==> config.mk <==
export PLATFORM = sky130hd
export DESIGN_NAME = uart_rx_deserializer
export DESIGN_NICKNAME = d
export VERILOG_FILES = /design/src/rtl/uart_rx_deserializer.sv
export SDC_FILE = /design/constraint.sdc
export NUM_CORES = 1
export LEC_CHECK = 0
export ABC_AREA = 1
export BUFFER_PORTS_ARGS = -buffer_cell sky130_fd_sc_hd__buf_2
export CORE_ASPECT_RATIO = 1.1
export CORE_MARGIN = 10
export CORE_UTILIZATION = 41
export DETAILED_ROUTE_END_ITERATION = 12
export PLACE_DENSITY_LB_ADDON = 0.2
export SYNTH_ARGS = -nofsm -noshare
export SYNTH_HDL_FRONTEND = slang
export SYNTH_SLANG_ARGS = --single-unit
==> constraint.sdc <==
create_clock -name clk -period 2.5 [get_ports clk]
set_input_delay 0.5 -clock clk [delete_from_list [all_inputs] [get_ports clk]]
set_output_delay 0.5 -clock clk [all_outputs]
set_load 0.01 [all_outputs]
==> src/rtl/uart_rx_deserializer.sv <==
// 16x-oversampled UART receiver: 2-flop synchronizer, 3-sample majority vote,
// optional parity and one/two stop bits, break detection, one-clk valid pulse.
module uart_rx_deserializer #(
  parameter int unsigned OVERSAMPLE = 16,
  parameter int unsigned DATA_BITS  = 8
) (
  input  logic       clk,
  input  logic       rst,
  input  logic       RxBit_i,
  input  logic       SampleTick_i,
  input  logic       Enable_i,
  input  logic       ParityEn_i,
  input  logic       ParityOdd_i,
  input  logic       TwoStop_i,
  output logic [7:0] Data_o,
  output logic       DataValid_o,
  output logic       ParityErr_o,
  output logic       FrameErr_o,
  output logic       BreakDet_o,
  output logic       Busy_o
);

  localparam logic [3:0] TICK_LAST = 4'(OVERSAMPLE - 1);
  localparam logic [2:0] BIT_LAST  = 3'(DATA_BITS - 1);

  typedef enum logic [2:0] {
    IDLE, START, DATA, PARITY, STOP1, STOP2, BREAK_WAIT
  } state_t;

  state_t     state_q, state_d;
  logic       sync1_q, sync2_q, rx;
  logic [3:0] tick_q, tick_d, cnt;
  logic [2:0] bit_q, bit_d;
  logic       s7_q, s7_d, s8_q, s8_d, bitval_q, bitval_d, vote;
  logic [7:0] shift_q, shift_d;
  logic       par_en_q, par_en_d, par_odd_q, par_odd_d, two_stop_q, two_stop_d;
  logic       par_bit_q, par_bit_d;
  logic [7:0] data_q, data_d;
  logic       valid_q, valid_d, perr_q, perr_d, ferr_q, ferr_d, brk_q, brk_d;
  logic       busy_q, busy_d;
  logic       done, first_stop;

  assign rx = sync2_q;

  always_comb begin
    state_d    = state_q;
    tick_d     = tick_q;
    bit_d      = bit_q;
    s7_d       = s7_q;
    s8_d       = s8_q;
    bitval_d   = bitval_q;
    shift_d    = shift_q;
    par_en_d   = par_en_q;
    par_odd_d  = par_odd_q;
    two_stop_d = two_stop_q;
    par_bit_d  = par_bit_q;
    data_d     = data_q;
    valid_d    = 1'b0;
    perr_d     = perr_q;
    ferr_d     = ferr_q;
    brk_d      = brk_q;
    done       = 1'b0;
    first_stop = 1'b1;
    // tick_q holds the count of the last tick seen; cnt is this tick's count
    cnt        = tick_q + 4'd1;
    vote       = (s7_q & s8_q) | (s7_q & rx) | (s8_q & rx);

    if (SampleTick_i && state_q != IDLE) begin
      tick_d = cnt;
      if (cnt == 4'd7) s7_d = rx;
      if (cnt == 4'd8) s8_d = rx;
      if (cnt == 4'd9) bitval_d = vote;
    end

    case (state_q)
      IDLE: if (SampleTick_i && Enable_i && !rx) begin
        state_d    = START;
        tick_d     = '0;
        bit_d      = '0;
        par_en_d   = ParityEn_i;
        par_odd_d  = ParityOdd_i;
        two_stop_d = TwoStop_i;
      end
      START: if (SampleTick_i) begin
        if (cnt == 4'd9 && vote)       state_d = IDLE;
        else if (cnt == TICK_LAST) begin
          state_d = DATA;
          bit_d   = '0;
        end
      end
      DATA: if (SampleTick_i && cnt == TICK_LAST) begin
        shift_d = {bitval_q, shift_q[7:1]};
        if (bit_q == BIT_LAST) state_d = par_en_q ? PARITY : STOP1;
        else                   bit_d   = bit_q + 3'd1;
      end
      PARITY: if (SampleTick_i && cnt == TICK_LAST) begin
        par_bit_d = bitval_q;
        state_d   = STOP1;
      end
      STOP1: if (SampleTick_i) begin
        if (cnt == 4'd9 && !two_stop_q)              done    = 1'b1;
        else if (cnt == TICK_LAST && two_stop_q)     state_d = STOP2;
      end
      STOP2: if (SampleTick_i && cnt == 4'd9) done = 1'b1;
      BREAK_WAIT: if (SampleTick_i && rx) state_d = IDLE;
      default: state_d = IDLE;
    endcase

    // With two stop bits, bitval_q still carries the first stop bit's vote here
    if (!Enable_i) begin
      state_d = IDLE;
    end else if (done) begin
      first_stop = two_stop_q ? bitval_q : vote;
      data_d     = shift_q;
      valid_d    = 1'b1;
      ferr_d     = !vote || !first_stop;
      perr_d     = par_en_q & (^shift_q ^ par_bit_q ^ par_odd_q);
      brk_d      = (shift_q == 8'h00) && !(par_en_q && par_bit_q) && !first_stop;
      state_d    = brk_d ? BREAK_WAIT : IDLE;
    end

    busy_d = (state_d != IDLE);
  end

  always_ff @(posedge clk) begin
    if (rst) begin
      sync1_q    <= 1'b1;
      sync2_q    <= 1'b1;
      state_q    <= IDLE;
      tick_q     <= '0;
      bit_q      <= '0;
      s7_q       <= 1'b1;
      s8_q       <= 1'b1;
      bitval_q   <= 1'b1;
      shift_q    <= '0;
      par_en_q   <= 1'b0;
      par_odd_q  <= 1'b0;
      two_stop_q <= 1'b0;
      par_bit_q  <= 1'b0;
      data_q     <= '0;
      valid_q    <= 1'b0;
      perr_q     <= 1'b0;
      ferr_q     <= 1'b0;
      brk_q      <= 1'b0;
      busy_q     <= 1'b0;
    end else begin
      sync1_q    <= RxBit_i;
      sync2_q    <= sync1_q;
      state_q    <= state_d;
      tick_q     <= tick_d;
      bit_q      <= bit_d;
      s7_q       <= s7_d;
      s8_q       <= s8_d;
      bitval_q   <= bitval_d;
      shift_q    <= shift_d;
      par_en_q   <= par_en_d;
      par_odd_q  <= par_odd_d;
      two_stop_q <= two_stop_d;
      par_bit_q  <= par_bit_d;
      data_q     <= data_d;
      valid_q    <= valid_d;
      perr_q     <= perr_d;
      ferr_q     <= ferr_d;
      brk_q      <= brk_d;
      busy_q     <= busy_d;
    end
  end

  assign Data_o      = data_q;
  assign DataValid_o = valid_q;
  assign ParityErr_o = perr_q;
  assign FrameErr_o  = ferr_q;
  assign BreakDet_o  = brk_q;
  assign Busy_o      = busy_q;

endmodule

==> flow_summary.json <==
{
  "crit_path_end_kind": "flop",
  "cpPeakStageDelay_ns": 0.44,
  "firstDrtPassIters": 4,
  "criticalPathCategory": "reg -> reg",
  "finalCriticalPeriod_ns": 1.93,
  "wl_per_cell_um": 12.4,
  "fmax_ghz": 0.518,
  "whs_ns": 0.382,
  "required_ns": 2.69,
  "ys_ff_latch": 40,
  "crit_fanout": 21,
  "routed_wirelength_mm": 4.22,
  "fillers": 494,
  "cellPowerDensity_nw_per_um2": 510,
  "place_ws_ns": 0.554,
  "run_status": "completed",
  "crit_chain": "ha_1 -> inv_1 -> nand2_1 -> nand2_2 -> nor2_4 -> nand3_4 -> nor2_4 -> o21ai_0 -> nand2_1 -> nor2_1",
  "rsz0062_at_grt": "no",
  "grt_max_degree": 22,
  "skew_ns": 0.00444,
  "cts_tree": "yes",
  "track_usage": 0.105,
  "setup-violations-final": 0,
  "hold_viol_final": 0,
  "arrival_ns": 2.12,
  "async_flop_share": 0,
  "hpwl_mm": 3.14,
  "synth_flop_cell": "dfxtp_1",
  "cts_hold_buf": 0,
  "synth_edf_count": 0,
  "fp.dieH_um": 93.0,
  "cap_viol_max_count": 0,
  "portBuffers": 20,
  "cts_buffers": 5,
  "dr_total_vias": 1703,
  "diodes": 0,
  "layout-drive-gt1-share": 0.176,
  "cts.sinks": 40,
  "place_area_um2": 2130,
  "startpoint_type": "flop",
  "antenna_found_initial": 0,
  "post_cts_buffers": 0,
  "drc_errors": 0,
  "clock_latency_ns": 0.29,
  "place_congestion": 0.880,
  "timing.final.ws_setup_ns": 0.569,
  "hp-class": "in -> reg",
  "slew_violations": 0,
  "netlist_area_um2": 1990,
  "grt_overflow": 0,
  "via_per_inst": 5.01,
  "slew_headroom": 0.647,
  "final_cell_mix": "dfxtp_1, nand2_1, a21oi_1",
  "yosysWarnings": 0,
  "num_rows": 26,
  "postCtsResizedCells": 0,
  "final_cell_area_um2": 2220,
  "cts.path.max_buffers": 2,
  "drt_iter0_drc": 52,
  "clk_pin_slew_worst_paths_ns": 0.08,
  "setup_tns_ns": 0,
  "ant_nets": 0,
  "power_uw": 1130,
  "postSynthAreaPerCell_um2": 7.64,
  "p_leak_uw": 0.000997,
  "tightestPinTransition_ns": 0.529,
  "nets": 301,
  "die_area_um2": 8030,
  "pin_count": 21,
  "die_x_um": 86.4,
  "cts_max_level": 2,
  "fp.coreArea_um2": 4680,
  "grt_pass1_vias": 1564,
  "synthCells": 260,
  "critPathSlowestCell": "dfxtp_1",
  "fin_crit_sh": 0.772,
  "syn_to_final_growth_pct": 11.7,
  "synth_fp_nets": 278,
  "grt_pass1_wl_mm": 6.94,
  "ys_types": 29,
  "irDropWorstVdd_mv": 0.246,
  "start_util": 0.424,
  "ys_seq_area_frac": 0.403,
  "root_buffer": "clkbuf_8"
}
-- power by group --
group          total, uW  leakage [uW]  switching [uW]  internal, uW
combinational       41.6      0.000624            27.4          14.1
clock                446     0.0000510             226           220
sequential           643      0.000323            2.74           640
total               1130      0.000997             256           875
-- path summary, 6_finish.rpt --
| kind | from | to | slack, ns | cells past startpoint |
|---|---|---|---|---|
| max | tick_q[1]$_SDFF_PP0_ | ParityErr_o$_SDFFE_PP0P_ | 0.57 | 10 |
| min | RxBit_i | sync1_q$_SDFF_PP1_ | 0.38 | 2 |
| max reg2reg | tick_q[1]$_SDFF_PP0_ | ParityErr_o$_SDFFE_PP0P_ | 0.57 | 10 |
| min reg2reg | sync1_q$_SDFF_PP1_ | rx$_SDFF_PP1_ | 0.42 | 1 |
-- through the flow --
step | util | cells
floorplan | - | 260
global placement | 0.454 | 332
detailed placement | 0.454 | 332
CTS | 0.474 | 340
global route | 0.474 | 340
finish | 0.474 | 340
-- sequential cells by signal, summed over array words and instances, names as in the netlist, 3 cells and up --
signal   flops
Data_o       8
state_q      3
bit_q        3
tick_q       4
shift_q      8
-- cells in the mapped netlist, types with 2 or more instances --
master	n	area share
dfxtp_1	40	0.40
a21oi_1	31	0.078
clkbuf_1	2	0.0038
or2_2	2	0.0063
ha_1	10	0.063
inv_1	30	0.057
nor2_4	3	0.017
a211oi_1	3	0.011
o21ai_1	7	0.018
buf_6	2	0.011
nand2_1	40	0.076
nand4_1	6	0.019
nor2_1	24	0.045
nand3_1	12	0.030
nand3b_1	3	0.011
nand2_2	7	0.022
xor2_1	2	0.0088
xnor2_1	2	0.0088
o21ai_0	21	0.053
inv_2	4	0.0076
-- cell type report --
class                           instances  area [um^2]  area share
Tap cell                               56         70.1      0.0316
Inverter                               35          131      0.0592
Multi-Input combinational cell        180         1020       0.458
Sequential cell                        40          801       0.361
Clock inverter                          2         10.0     0.00451
Clock buffer                            6         82.6      0.0372
Timing Repair Buffer                   21          108      0.0485
-- metal layers --
| layer | vias to the layer above | share of wire | routed length, um | track usage |
|---|---|---|---|---|
| met4 | 0 | 0.015 | 64 | 0.0459 |
| met3 | 6 | 0.051 | 215 | 0.0321 |
| met2 | 29 | 0.49 | 2050 | 0.181 |
| met5 | - | 0 | 0 | 0 |
| li1 | 905 | - | - | - |
| met1 | 763 | 0.45 | 1890 | 0.115 |
-- critical path, delay by kind of cell (launching register included) --
kind,cells,cell delay (ns)
flip-flops,1,0.44
adder cells (fa/ha/maj),1,0.24
AND/OR/NAND/NOR,7,0.90
buffers and inverters,1,0.08
AO/OA/AOI/OAI,1,0.16
-- logic make-up (layout without fill, tap and decap cells) --
| kind of cell | after synthesis | after routing | synth area share |
|---|---|---|---|
| buffers and inverters | 40 | 64 | 0.0850 |
| and+or+nand+nor | 103 | 103 | 0.267 |
| adders and majority gates | 10 | 10 | 0.0630 |
| DFF | 40 | 40 | 0.403 |
| AOI/OAI and AO/OA | 63 | 63 | 0.164 |
| xor gates and xnor gates | 4 | 4 | 0.0176 |
(Power assumes the default switching activity.)
